[config.mk]
export PLATFORM = sky130hd
export DESIGN_NAME = tmp_readout_flat
export DESIGN_NICKNAME = d
export VERILOG_FILES = /design/src/rtl/tmp_pkg.sv /design/src/rtl/tmp_readout_if.sv /design/src/rtl/tmp_sat_cnt.sv /design/src/rtl/tmp_readout.sv /design/src/flat_wrapper.sv
export SDC_FILE = /design/constraint.sdc
export NUM_CORES = 1
export LEC_CHECK = 0
export BUFFER_PORTS_ARGS = -buffer_cell sky130_fd_sc_hd__buf_2
export CAP_MARGIN = 30
export CORE_MARGIN = 5
export CORE_UTILIZATION = 35
export DETAILED_ROUTE_END_ITERATION = 7
export PLACE_DENSITY = 0.54
export SYNTH_ARGS = -nofsm -noshare
export SYNTH_HDL_FRONTEND = slang
export SYNTH_SLANG_ARGS = --single-unit
[constraint.sdc]
create_clock -name clk -period 3.2 [get_ports clk]
set_input_delay 0.32 -clock clk [delete_from_list [all_inputs] [get_ports clk]]
set_output_delay 0.32 -clock clk [all_outputs]
set_load 0.1 [all_outputs]
[src/rtl/tmp_pkg.sv]
// Shared types and constants for the temperature readout slice.
//   state_t     : readout FSM states (IDLE / ACQ / HOLD)
//   CNT_W       : width of the sink/source pulse counters
//   CODE_W      : width of the signed result code
//   TMO_CYC_DEF : default maximum ACQ length in cycles
//   diff_code() : zero-extend both counts and subtract (two's complement)
package tmp_pkg;

    localparam int CNT_W       = 10;
    localparam int CODE_W      = 12;
    localparam int TMO_CYC_DEF = 4095;

    typedef enum logic [1:0] {
        S_IDLE,
        S_ACQ,
        S_HOLD
    } state_t;

    function automatic logic [CODE_W-1:0] diff_code(
        input logic [CNT_W-1:0] a,
        input logic [CNT_W-1:0] b
    );
        return {{(CODE_W-CNT_W){1'b0}}, a} - {{(CODE_W-CNT_W){1'b0}}, b};
    endfunction

endpackage

[src/rtl/tmp_readout_if.sv]
// Result handshake between the readout block and its consumer.
//   code       : signed result (snk_cnt - src_cnt)
//   code_valid : result-holding flag
//   code_ready : consumer accept
// master = readout block, slave = consumer.
interface tmp_readout_if;
    import tmp_pkg::*;

    logic [CODE_W-1:0] code;
    logic              code_valid;
    logic              code_ready;

    modport master (output code, output code_valid, input code_ready);
    modport slave  (input code, input code_valid, output code_ready);

endinterface

[src/rtl/tmp_sat_cnt.sv]
// Clearable, enabled up-counter that saturates at all-ones instead of wrapping.
//   clk, reset : clock, synchronous active-high reset
//   clr_i      : synchronous clear (wins over en_i)
//   en_i       : count enable
//   cnt_o      : current count
module tmp_sat_cnt
    import tmp_pkg::*;
#(
    parameter int W = CNT_W
) (
    input  logic         clk,
    input  logic         reset,
    input  logic         clr_i,
    input  logic         en_i,
    output logic [W-1:0] cnt_o
);

    logic [W-1:0] cnt_q, cnt_d;

    always_comb begin
        cnt_d = cnt_q;
        if (clr_i)
            cnt_d = '0;
        else if (en_i && (cnt_q != '1))
            cnt_d = cnt_q + 1'b1;
    end

    always_ff @(posedge clk) begin
        if (reset)
            cnt_q <= '0;
        else
            cnt_q <= cnt_d;
    end

    assign cnt_o = cnt_q;

endmodule

[src/rtl/tmp_readout.sv]
// Charge-balance temperature sensor readout. A PII2 rising edge opens a frame;
// during ACQ, sink and source pulses (qualified by PI2) are counted. Once the
// H and L phase patterns have both been seen, the rising edge of the end
// marker (PA&PB&PC&PD) latches code = snk_cnt - src_cnt. A frame that runs
// TMO_CYC ACQ cycles without a valid end is abandoned with a timeout pulse.
//   clk, reset         : clock, synchronous active-high reset
//   PII2, PI2, PA..PD  : switch-phase controls from the sensor controller
//   snk, src_n         : sink pulse (1) / source pulse (0)
//   out                : result handshake (code, code_valid, code_ready)
//   busy               : frame in progress (ACQ or HOLD)
//   overrun            : sticky, a result was dropped while one was pending
//   timeout            : one-cycle pulse when ACQ is abandoned
module tmp_readout
    import tmp_pkg::*;
#(
    parameter int TMO_CYC = TMO_CYC_DEF
) (
    input  logic          clk,
    input  logic          reset,
    input  logic          PII2,
    input  logic          PI2,
    input  logic          PA,
    input  logic          PB,
    input  logic          PC,
    input  logic          PD,
    input  logic          snk,
    input  logic          src_n,
    tmp_readout_if.master out,
    output logic          busy,
    output logic          overrun,
    output logic          timeout
);

    localparam int TMR_W = $clog2(TMO_CYC + 1);

    state_t             state_q;
    logic               pii2_q, mark_q;
    logic               h_seen_q, l_seen_q;
    logic [TMR_W-1:0]   tmr_q;
    logic [CODE_W-1:0]  code_q;
    logic               valid_q, overrun_q, timeout_q;
    logic [CNT_W-1:0]   snk_cnt, src_cnt;

    logic frame_start, marker, marker_rise, is_h, is_l, in_acq;

    assign frame_start = PII2 & ~pii2_q;
    assign marker      = PA & PB & PC & PD;
    assign marker_rise = marker & ~mark_q;
    assign is_h        = PA & PB & ~PC & ~PD;
    assign is_l        = PA & PC & ~PB & ~PD;
    assign in_acq      = (state_q == S_ACQ);

    // Clear takes priority inside the counter, so a restart in ACQ never counts.
    tmp_sat_cnt #(.W(CNT_W)) u_snk_cnt (
        .clk   (clk),
        .reset (reset),
        .clr_i (frame_start),
        .en_i  (in_acq & PI2 & snk),
        .cnt_o (snk_cnt)
    );

    tmp_sat_cnt #(.W(CNT_W)) u_src_cnt (
        .clk   (clk),
        .reset (reset),
        .clr_i (frame_start),
        .en_i  (in_acq & PI2 & ~src_n),
        .cnt_o (src_cnt)
    );

    always_ff @(posedge clk) begin
        if (reset) begin
            state_q   <= S_IDLE;
            pii2_q    <= 1'b0;
            mark_q    <= 1'b0;
            h_seen_q  <= 1'b0;
            l_seen_q  <= 1'b0;
            tmr_q     <= '0;
            code_q    <= '0;
            valid_q   <= 1'b0;
            overrun_q <= 1'b0;
            timeout_q <= 1'b0;
        end else begin
            pii2_q    <= PII2;
            mark_q    <= marker;
            timeout_q <= 1'b0;

            // Consumer accept; a same-cycle latch below re-asserts valid.
            if (valid_q && out.code_ready)
                valid_q <= 1'b0;

            if (frame_start) begin
                state_q  <= S_ACQ;
                h_seen_q <= 1'b0;
                l_seen_q <= 1'b0;
                tmr_q    <= '0;
            end else begin
                case (state_q)
                    S_IDLE: ;
                    S_ACQ: begin
                        if (is_h) h_seen_q <= 1'b1;
                        if (is_l) l_seen_q <= 1'b1;
                        if (marker_rise && h_seen_q && l_seen_q) begin
                            state_q <= S_HOLD;
                            // Pending result not being taken: keep it, drop the new one.
                            if (!valid_q || out.code_ready) begin
                                code_q  <= diff_code(snk_cnt, src_cnt);
                                valid_q <= 1'b1;
                            end else begin
                                overrun_q <= 1'b1;
                            end
                        end else if (tmr_q == TMR_W'(TMO_CYC - 1)) begin
                            timeout_q <= 1'b1;
                            state_q   <= S_IDLE;
                        end else begin
                            tmr_q <= tmr_q + 1'b1;
                        end
                    end
                    S_HOLD: begin
                        if (!marker)
                            state_q <= S_IDLE;
                    end
                    default: state_q <= S_IDLE;
                endcase
            end
        end
    end

    assign out.code       = code_q;
    assign out.code_valid = valid_q;
    assign busy           = (state_q != S_IDLE);
    assign overrun        = overrun_q;
    assign timeout        = timeout_q;

endmodule

[src/flat_wrapper.sv]
// flat-port wrapper written by rule: the top's interface ports become plain ports
module tmp_readout_flat import tmp_pkg::*;
#(
    parameter int TMO_CYC = TMO_CYC_DEF
)
  (clk, reset, PII2, PI2, PA, PB, PC, PD, snk, src_n, busy, overrun, timeout, out_code, out_code_valid, out_code_ready);
  tmp_readout_if out_i ();
  input  logic clk;
  input  logic reset;
  input  logic PII2;
  input  logic PI2;
  input  logic PA;
  input  logic PB;
  input  logic PC;
  input  logic PD;
  input  logic snk;
  input  logic src_n;
  output logic busy;
  output logic overrun;
  output logic timeout;
  output wire logic [$bits(out_i.code)-1:0] out_code;
  output wire logic [$bits(out_i.code_valid)-1:0] out_code_valid;
  input wire logic [$bits(out_i.code_ready)-1:0] out_code_ready;
  assign out_code = out_i.code;
  assign out_code_valid = out_i.code_valid;
  assign out_i.code_ready = out_code_ready;
  tmp_readout #(.TMO_CYC(TMO_CYC)) u_core (.clk(clk), .reset(reset), .PII2(PII2), .PI2(PI2), .PA(PA), .PB(PB), .PC(PC), .PD(PD), .snk(snk), .src_n(src_n), .out(out_i), .busy(busy), .overrun(overrun), .timeout(timeout));
endmodule
==> key figures, run 1 <==
GRT
  – Global-route usage over all layers: roughly 12%
  – First-pass GRT wire length: between 9000 and 10,000 um
  – Number of global-route vias before repair: 2,009
  – Maximum number of pins on one net before global-route repair: 36
  – Initial antenna violation count: 0
  – Grt total ovfl: 0

Synth
  – Dominant combinational cell family by area after synthesis: simple AND/OR/NAND/NOR gates
  – Sequential-to-total area share from yosys stat: about two fifths
  – Mean post-synth cell area: roughly 8.5 um2
  – Compound-Gate Fraction of Synth Area: between 10% and 20%
  – Leading area contributor after synthesis: dfxtp_1
  – Total of flip-flops plus latches after synthesis: 52
  – Cell area after synthesis: about 2700 um2
  – Mux share of post-synthesis cell area: under 10%
  – Cell count after synthesis: between 300 and 400
  – Synth async-reset ratio: 0%
  – Xor/xnor share of the synthesized area: under 10%
  – Total nets after synthesis: 347
  – EDFF count, synth: 0
  – Top cell type's share of synthesized area: between 30% and 40%
  – Count of cell types in the netlist: 50
  – Most frequent cells after synthesis: dfxtp_1 (52), nor2_1 (51), xnor2_1 (22), inv_1 (20), nand2_1 (20)
  – Leading cell types by total area after synthesis: dfxtp_1 (38%), xnor2_1 (7.1%), nor2_1 (7.0%)
  – Most used flip-flop cell after synthesis: dfxtp_1
  – Most frequent cell after synthesis: dfxtp_1
  – Yosys synthesis warning count: 0
  – Basic-gate share of the synthesized area counting and, or, nand and nor cells: around a quarter
  – Fraction of the mapped netlist area in adder cells: around 7%

Timing
  – Headroom to the max-slew limit: a little over two fifths
  – Hold Worst Slack: approximately 0.26 ns
  – Number of setup violations in the final report: 0
  – F_max: approximately 460 MHz
  – RSZ-0062 raised after global routing: no
  – Max-slew violation count: 0
  – Layout Skew: about 0.006 ns
  – Worst Max-Slew Pin Slew: 0.8317 ns
  – Setup total negative slack: 0 ns
  – Fin. Hold Viols: 0
  – Minimum clock period after layout: 2.186 ns
  – Crit share post-route: between 60% and 70%

Routing
  – Number of vias in the routed layout: 2,176
  – Total Wirelength: 5471 um
  – Iteration count of the initial detailed-routing pass: 4
  – DRC violations left: 0
  – DR WL/cell: about 12 um
  – Initial DRC count: 70
  – Routed via count divided by cell count: between 4 and 5
  – Remaining antenna violation count: 0

Worst setup path
  – Crit end category: flip-flop
  – Slowest stage delay, CP: approximately 0.63 ns
  – R2R depth: 5
  – Launch instance of the worst register-to-register path: u_core.state_q[0]
  – Reg2Reg Setup Slack: ~1 ns
  – Source of the critical timing path: u_core.state_q[0]
  – WP buf/inv: 0
  – End point of the critical path: u_core.out.code[9]
  – Startpoint type of the worst setup path: flip-flop
  – Setup CP Type: flip-flop to flip-flop
  – Arrival time worst endpoint: 2.41 ns
  – Critical-path top delay cell: nor2_1
  – Cells traversed along the worst timing path: nand2b_4 > or4_4 > nor2_1 > o2111ai_1 > o211ai_1
  – Total number of cells along the worst setup path: 5
  – Endpoint of the lowest-slack register-to-register path: u_core.out.code[9]
  – Required time worst endpoint: around 3.4 ns
  – Maximum net fanout on the critical path: 14
  – CP delay by family, top: simple AND/OR/NAND/NOR gates

Place
  – Weighted congestion reported at the end of routability-driven placement: 0.7289
  – Detailed placement HPWL: 4084 um
  – Count of placed standard cells including taps: 440
  – Number of I/O port buffers: 26
  – Cell area reported after detailed placement: 2938 um2

CTS
  – Post-CTS Repair Setup Buffers: 0
  – H-tree depth: 2
  – Maximum clock insertion buffer count: 2
  – Post-cts resize count: 0
  – Clock root buffer: clkbuf_8
  – Clock transition at path regs: around 0.09 ns
  – TritonCTS clock tree: done
  – Number of clock sinks: 52
  – Number of hold buffers added after CTS: 0
  – Number of buffers created by CTS: 5
  – Clk_lat worst skew: roughly 0.3 ns

Final layout
  – Finished Cell Area: between 3000 and 4000 um2
  – Area occupied by multi-input gates: approximately 1600 um2
  – Layout cells sized above 1: about an eighth
  – Number of antenna repair diodes: 0
  – Area growth syn-to-layout: 10.89%
  – Fill cell total of the finished layout: between 800 and 900
  – Sequential cell area: between 1000 and 1500 um2
  – Final instance count without filler cells: 447
  – Number of nets in the final layout: between 300 and 400

Run status
  – Status: completed

Floorplan
  – Starting Density: a little over a third
  – Site Rows: 32
  – I/O pin count: 27
  – Floorplan die area: 9643 um2
  – Die Y-Extent: 98.20 um
  – Die width: approximately 98 um
  – Standard cell core area: roughly 7600 um2

Power
  – Leakage component of the power: about 1.1 nW
  – Power density of the placed cells: about 350 nW/um2
  – Final Total Pwr: about 0.0011 W
  – Peak supply drop: 0.0001603 V

Run
  – Max-capacitance violation count: 0

Worst hold path
  – Class of the most critical hold timing path: input pin to flip-flop
-- worst reg2reg max path: stages (launching register included) --
cell       delay (ns)
dfxtp_1          0.48
nand2b_4         0.09
or4_4            0.54
nor2_1           0.63
o2111ai_1        0.21
o211ai_1         0.15
-- final cells by class --
| class | instances | area share, % |
|---|---|---|
| Sequential cell | 52 | 34.48 |
| Inverter | 20 | 2.487 |
| Clock inverter | 2 | 0.4144 |
| Clock buffer | 5 | 2.279 |
| Multi-Input combinational cell | 239 | 51.55 |
| Tap cell | 102 | 4.227 |
| Timing Repair Buffer | 27 | 4.559 |
-- layout by cell type (no fill, tap or decap), types with 6 or more instances in the layout --
master	instances
nand3_1	13
dfxtp_1	52
xor2_1	7
nand4_1	7
nand2_1	20
xnor2_1	22
a211oi_1	6
a21oi_1	17
inv_1	20
nor3_1	12
nor2_1	51
buf_2	26
ha_1	14
-- worst min path at each step --
stage                     depth (start not counted)                  to                from  slack [ns]
final                                             2       u_core.pii2_q                PII2        0.26
after global routing                              2       u_core.pii2_q                PII2        0.28
after CTS                                         2       u_core.pii2_q                PII2        0.26
after detailed placement                          2  u_core.out.code[6]  u_core.out.code[6]        0.44
after global placement                            2  u_core.out.code[6]  u_core.out.code[6]        0.44
after floorplan                                   2     u_core.l_seen_q     u_core.l_seen_q        0.44
-- registers in the layout, indices dropped and copies added (netlist names) --
signal,cells
u_core.out.code_valid,1
u_core.timeout,1
u_core.pii2_q,1
u_core.l_seen_q,1
u_core.h_seen_q,1
u_core.state_q,2
u_core.out.code,11
u_core.mark_q,1
u_core.u_src_cnt.cnt_o,10
u_core.overrun,1
u_core.u_snk_cnt.cnt_o,10
u_core.tmr_q,12
-- layer usage --
layer / GRT usage, % / part of all wire (%) / routed length [um]
met5: 0 / 0 / 0
met4: 3.151 / 1.2 / 64
met3: 3.143 / 3.0 / 166
met2: 18.64 / 43 / 2379
met1: 15.43 / 52 / 2861
-- where the power goes --
part / internal (W) / switching [W] / total, W
Sequential: 0.000651 / 0.00000516 / 0.000656
Clock: 0.000148 / 0.000207 / 0.000355
Combinational: 0.0000194 / 0.0000393 / 0.0000588
Total: 0.000819 / 0.000251 / 0.00107
-- cell families after synthesis --
group           after synthesis
buf+inv                      30
compound gates               50
flops                        52
fa+ha+maj                    15
xor+xnor                     29
simple gates                141
mux                           4
-- per-stage QoR --
| stage | utilization, % | setup WS [ns] |
|---|---|---|
| 6_report | 39.48 | 1.014 |
| 2_1_floorplan | - | 1.331 |
| 5_1_grt | 39.48 | 0.8075 |
| 4_1_cts | 39.48 | 0.9753 |
| 3_5_place_dp | 38.42 | 0.9319 |
| 3_3_place_gp | 38.42 | 1.023 |
Power figures use the tool's default switching activity.
==> run 2, diff against run 1 <==
--- a/config.mk
+++ b/config.mk
@@ -10,7 +10,7 @@
 export CORE_MARGIN = 5
 export CORE_UTILIZATION = 35
 export DETAILED_ROUTE_END_ITERATION = 7
-export PLACE_DENSITY = 0.54
+export PLACE_DENSITY = 0.56
 export SYNTH_ARGS = -nofsm -noshare
 export SYNTH_HDL_FRONTEND = slang
 export SYNTH_SLANG_ARGS = --single-unit
==> constraint.sdc (replaced) <==
create_clock -name clk -period 1.8 [get_ports clk]
set_input_delay 0.18 -clock clk [delete_from_list [all_inputs] [get_ports clk]]
set_output_delay 0.18 -clock clk [all_outputs]
set_load 0.1 [all_outputs]
==> run 2 against run 1 <==
Effect of this change: the flow now finishes with violations (setup timing); core utilization grew 4.9 points; cell area up 12%; maximum frequency rose by 19%; highest routed layer unchanged.
==> key figures, run 2 (synthesis gave the netlist of run 1 again) <==
Run status
  – Status: finished, violations left
  – Violated checks: setup timing

GRT
  – Initial antenna violation count: 0
  – Grt peak-use layer: met2
  – Maximum number of pins on one net before global-route repair: 36
  – Met2 Track Usage GR: between 20% and 30%
  – Number of global-route vias before repair: roughly 2,300
  – Global-route usage over all layers: about an eighth
  – GR Layer Usage met1: 15.99%
  – Grt total ovfl: 0
  – First-pass GRT wire length: between 10,000 and 15,000 um
  – GR met3 Demand/Resource: between 2 and 3%

Floorplan
  – Floorplan die area: between 9000 and 10,000 um2
  – Site Rows: 32
  – Standard cell core area: ~7600 um2
  – Die Y-Extent: 98.20 um
  – Starting Density: 35.60%
  – I/O pin count: 27
  – Die width: about 98 um

Routing
  – DR WL/cell: roughly 12 um
  – DRC violations left: 0
  – Initial DRC count: 83
  – Routed via count divided by cell count: 4.899
  – Remaining antenna violation count: 0
  – Number of vias in the routed layout: between 2,000 and 2,500
  – Total Wirelength: 5940 um
  – Iteration count of the initial detailed-routing pass: 4

CTS
  – Number of buffers created by CTS: 5
  – H-tree depth: 2
  – Clock root buffer: clkbuf_8
  – Number of hold buffers added after CTS: 0
  – Number of clock sinks: between 50 and 60
  – Maximum clock insertion buffer count: 2
  – Clk_lat worst skew: ~0.31 ns
  – TritonCTS clock tree: done
  – Clock transition at path regs: roughly 0.10 ns

Power
  – Power density of the placed cells: 629.3 nW/um2
  – Leakage component of the power: around 1.3 nW
  – Share of power burned in combinational logic: under 10%
  – Final Total Pwr: about 0.0021 W
  – Flop pwr share: between 50% and 60%
  – Peak supply drop: 0.0003240 V
  – Pint: 0.001659 W
  – Net switching share of the total power: between 20% and 30%
  – Clk pwr share: about two fifths
  – Switching Power: around 0.00048 W

Timing
  – Setup total negative slack: -0.03725 ns
  – Worst Max-Slew Pin Slew: 0.7028 ns
  – Minimum clock period after layout: 1.837 ns
  – Max-slew violation count: 0
  – Hold Worst Slack: ~0.11 ns
  – Number of setup violations in the final report: 1
  – PnR worst setup slack: -0.03725 ns
  – RSZ-0062 raised after global routing: yes
  – F_max: around 540 MHz
  – Crit share post-route: 102.1%
  – Layout Skew: about 0.011 ns
  – Headroom to the max-slew limit: 53.15%
  – Fin. Hold Viols: 0

Place
  – Cell area reported after detailed placement: between 3000 and 4000 um2
  – Detailed placement HPWL: around 4400 um
  – Number of I/O port buffers: 26
  – Weighted congestion reported at the end of routability-driven placement: around 0.79

Worst setup path
  – Critical-path top delay cell: fa_2
  – Arrival time worst endpoint: slightly above 2 ns
  – Setup CP Type: flip-flop to flip-flop
  – CP delay by family, top: compound AO/OA/AOI/OAI gates
  – Required time worst endpoint: 2.03 ns
  – Critical path's most frequent cell: a21oi_2
  – Startpoint type of the worst setup path: flip-flop
  – Cells traversed along the worst timing path: ha_4 > inv_2 > fa_2 > a21oi_2 > o221a_2 > a21oi_2 > xnor2_1 > a211oi_1
  – Crit end category: flip-flop
  – Slowest stage delay, CP: 0.40 ns
  – Maximum net fanout on the critical path: 2
  – WP buf/inv: 1

Final layout
  – Finished Cell Area: 3396 um2
  – Number of nets in the final layout: roughly 400
  – Register with the most flip-flops: u_core.tmr_q
  – Sequential cell area: 1047 um2
  – Fill cell total of the finished layout: 783
  – Number of antenna repair diodes: 0
  – Most frequent cells in the layout: nor2_1 (51), dfxtp_1 (49), buf_4 (37)
  – Layout cells sized above 1: about a quarter
  – Area occupied by multi-input gates: around 1600 um2
  – Most common cell after layout, fill and taps aside: nor2_1
  – Max FFs per register: 12
  – Area growth syn-to-layout: 24.72%

Worst hold path
  – Class of the most critical hold timing path: input pin to flip-flop

Run
  – Max-capacitance violation count: 0
run 2: cell count changes in the layout (fill, tap and decap cells not counted), sizes merged:
cell      before  now
buf           27   63
clkbuf         5    6
bufinv         0    1
clkinvlp       1    0
run 2: metrics by stage:
stage / setup slack [ns] / std cells / utilization [%]
after floorplan: -0.02908 / 321 / -
after global placement: -0.006777 / 474 / 41.92
after detailed placement: -0.07009 / 474 / 41.92
after CTS: -0.002004 / 482 / 43.55
after global routing: -0.1655 / 484 / 44.40
final: -0.03725 / 484 / 44.40
run 2: cell type report:
cell class	count	area share, %
Clock inverter	2	1.142
Clock buffer	6	2.432
Inverter	20	2.211
Timing Repair Buffer	63	12.01
Tap cell	102	3.758
Multi-Input combinational cell	239	47.60
Sequential cell	52	30.84
run 2: power by group through the flow:
stage	Clock (W)	Sequential, W	Combinational, W
floorplan	0	0.00119	0.0000776
global placement	0	0.00119	0.000119
detailed placement	0	0.00119	0.000120
CTS	0.000877	0.00116	0.000121
global route	0.000920	0.00117	0.000137
finish	0.000848	0.00116	0.000124
run 2: worst paths after layout:
check | slack [ns] | startpoint | end | cells after the start
hold / removal | 0.11 | PII2 | u_core.pii2_q | 2
setup / recovery | -0.04 | u_core.u_src_cnt.cnt_o[0] | u_core.out.code[8] | 8
setup reg to reg | -0.04 | u_core.u_src_cnt.cnt_o[0] | u_core.out.code[8] | 8
hold reg to reg | 0.46 | u_core.out.code[4] | u_core.out.code[4] | 2
run 2: layer usage:
layer	part of all wire, %	wire length [um]
met4	1.3	75
met3	3.1	182
met5	0	0
met2	46	2747
met1	49	2935
run 2: repair_timing:
action                     4_1_cts  5_1_grt
pin swaps                        3       12
setup endpoints to repair        1        6
resized for setup                2       14
setup buffers                    0        2
run 2: worst register-to-register path: stages, from the launching register on:
cell	delay, ns
dfxtp_2	0.37
ha_4	0.14
inv_2	0.04
fa_2	0.40
a21oi_2	0.15
o221a_2	0.24
a21oi_2	0.06
xnor2_1	0.12
a211oi_1	0.23
==> run 3, diff against run 2 <==
--- a/config.mk
+++ b/config.mk
@@ -6,11 +6,11 @@
 export NUM_CORES = 1
 export LEC_CHECK = 0
 export BUFFER_PORTS_ARGS = -buffer_cell sky130_fd_sc_hd__buf_2
-export CAP_MARGIN = 30
+export CAP_MARGIN = 15
 export CORE_MARGIN = 5
-export CORE_UTILIZATION = 35
+export CORE_UTILIZATION = 53
 export DETAILED_ROUTE_END_ITERATION = 7
-export PLACE_DENSITY = 0.56
+export PLACE_DENSITY = 0.85
 export SYNTH_ARGS = -nofsm -noshare
 export SYNTH_HDL_FRONTEND = slang
 export SYNTH_SLANG_ARGS = --single-unit
==> run 3 against run 2 <==
Effect of this change: the flow still finishes with violations (setup timing); register-to-register slack got worse by 0.12 ns; power increased by 4.6%; core utilization increased by 22 points; non-clock buffer count shrank 7; final cell count decreased by 8.1%; worst hold slack improved by 0.018 ns; sequential share of layout area up 0.39 points.
==> key figures, run 3 (synthesis gave the netlist of run 1 again) <==
Run status
  – Status: finished, violations left
  – Violated checks: setup timing

Worst hold path
  – Startpoint of the worst hold path: PII2
  – Class of the most critical hold timing path: input pin to flip-flop
  – Endpoint, Worst Hold: u_core.pii2_q
  – Number of cells traversed by the worst hold path: 2

Worst setup path
  – R2R depth: 9
  – Endpoint of the lowest-slack register-to-register path: u_core.out.code[8]
  – Maximum net fanout on the critical path: 3
  – Reg2Reg Setup Slack: -0.15 ns
  – Launch instance of the worst register-to-register path: u_core.u_snk_cnt.cnt_o[0]
  – Arrival time worst endpoint: around 2.2 ns
  – Required time worst endpoint: just under 2 ns
  – Setup CP Type: flip-flop to flip-flop
  – Crit end category: flip-flop
  – Startpoint type of the worst setup path: flip-flop

Power
  – Share of power burned in combinational logic: 5.7%
  – Power density of the placed cells: around 660 nW/um2
  – Pint: between 0.0015 and 0.002 W
  – Flop pwr share: around 52%
  – Clk pwr share: approximately 42%
  – Leakage component of the power: approximately 1.3 nW
  – Net switching share of the total power: approximately a fifth
  – Switching Power: 0.0004707 W
  – Peak supply drop: roughly 0.00032 V

Final layout
  – Area growth syn-to-layout: 23.62%
  – Max FFs per register: 12
  – Fill cell total of the finished layout: 378
  – Most common cell after layout, fill and taps aside: nor2_1
  – Fraction of the core area covered by cells at the end of the flow: about two thirds
  – Number of antenna repair diodes: 0
  – Register with the most flip-flops: u_core.tmr_q
  – Number of nets in the final layout: 400
  – Layout cells sized above 1: 26.13%
  – Most frequent cells in the layout: nor2_1 (50), dfxtp_1 (46), buf_4 (30)

Timing
  – Number of setup violations in the final report: 4
  – Worst Max-Slew Pin Slew: 0.6654 ns
  – Minimum clock period after layout: between 1.5 and 2 ns
  – Layout Skew: between 0.007 and 0.008 ns
  – PnR worst setup slack: -0.1542 ns
  – Fin. Hold Viols: 0
  – RSZ-0062 raised after global routing: yes
  – Headroom to the max-slew limit: a little under three fifths
  – Max-slew violation count: 0
  – Crit share post-route: 108.6%
  – F_max: 511.7 MHz

Routing
  – Total Wirelength: around 6300 um
  – Remaining antenna violation count: 0
  – DR WL/cell: roughly 14 um
  – DRC violations left: 0
  – Initial DRC count: ~120
  – Iteration count of the initial detailed-routing pass: 4
  – Routed via count divided by cell count: roughly 5.5
  – Number of vias in the routed layout: 2,426

Floorplan
  – I/O pin count: 27
  – Die Y-Extent: between 80 and 90 um
  – Die width: roughly 82 um
  – Standard cell core area: ~5000 um2
  – Site Rows: 26
  – Floorplan die area: between 6000 and 7000 um2
  – Starting Density: between 50% and 60%

GRT
  – First-pass GRT wire length: approximately 10,000 um
  – Maximum number of pins on one net before global-route repair: 36
  – Initial antenna violation count: 0
  – Global-route usage over all layers: 19.73%
  – Grt total ovfl: 0
  – Number of global-route vias before repair: 2,313

CTS
  – Number of buffers created by CTS: 5
  – Clock root buffer: clkbuf_8
  – Maximum clock insertion buffer count: 2
  – Number of clock sinks: 52
  – Clk_lat worst skew: 0.30 ns
  – H-tree depth: 2
  – Clock transition at path regs: 0.09 ns
  – TritonCTS clock tree: done
  – Number of hold buffers added after CTS: 0

Place
  – Weighted congestion reported at the end of routability-driven placement: around 0.84
  – Detailed placement HPWL: 4304 um
  – Post-placement worst setup slack: -0.06083 ns
  – Number of I/O port buffers: 26

Run
  – Max-capacitance violation count: 0
-- run 3: per-layer routing --
layer	GRT usage, %	part of all wire, %	routed length (um)	vias to the layer above
li1	-	-	-	1224
met2	36.07	51	3216	44
met4	6.312	1.9	119	0
met5	0	0	0	-
met3	3.509	3.3	210	10
met1	23.20	44	2796	1148
-- run 3: worst max-delay path, stage by stage, from the launching register on --
cell and delay (ns):
dfxtp_2 0.33, inv_2 0.06, ha_4 0.12, inv_2 0.04
fa_2 0.42, a21oi_2 0.20, o221a_2 0.26, a21oi_2 0.07
xnor2_1 0.24, a211oi_2 0.10
-- run 3: timing repair --
item / in CTS / in global routing
endpoints found under the setup margin: 2 / 16
pin swaps: 3 / 12
resized for setup: 2 / 26
setup buffers: 2 / 1
-- run 3: stage by stage --
stage / setup TNS, ns / cell area [um2] / power [W] / hold WS [ns] / cells
final: -0.3981 / 3366 / 0.002235 / 0.1290 / 445
after global routing: -0.7510 / 3366 / 0.002314 / 0.1373 / 445
after CTS: -0.05144 / 3262 / 0.002251 / 0.1138 / 444
after detailed placement: -0.06083 / 3105 / 0.001309 / 0.4251 / 434
after global placement: 0 / 3105 / 0.001305 / 0.4120 / 434
after floorplan: -0.04306 / 2735 / 0.001268 / 0.3082 / 321
-- run 3: final cells by class --
type / count / area [um2] / area share (%)
multi-input combinational: 239 / 1659 / 49.29
sequential: 52 / 1051 / 31.23
timing repair buffer: 56 / 355.3 / 10.56
tap: 70 / 87.58 / 2.602
inverter: 20 / 75.07 / 2.230
clock buffer: 5 / 68.82 / 2.045
clock inverter: 3 / 68.82 / 2.045
-- run 3: how the worst max path moves through the flow --
| stage | from | to | depth (start not counted) |
|---|---|---|---|
| floorplan | u_core.u_src_cnt.cnt_o[0] | u_core.out.code[8] | 8 |
| global placement | u_core.u_snk_cnt.cnt_o[0] | u_core.out.code[8] | 9 |
| detailed placement | u_core.u_src_cnt.cnt_o[0] | u_core.out.code[8] | 8 |
| CTS | u_core.u_snk_cnt.cnt_o[0] | u_core.out.code[8] | 9 |
| global route | u_core.u_snk_cnt.cnt_o[0] | u_core.out.code[8] | 9 |
| finish | u_core.u_snk_cnt.cnt_o[0] | u_core.out.code[8] | 9 |
-- run 3: power by group through the flow --
stage | Combinational (W) | Sequential (W) | Clock (W)
after global placement | 0.000114 | 0.00119 | 0
after CTS | 0.000120 | 0.00117 | 0.000965
after detailed placement | 0.000117 | 0.00119 | 0
final | 0.000127 | 0.00117 | 0.000942
after floorplan | 0.0000776 | 0.00119 | 0
after global routing | 0.000139 | 0.00117 | 0.00101
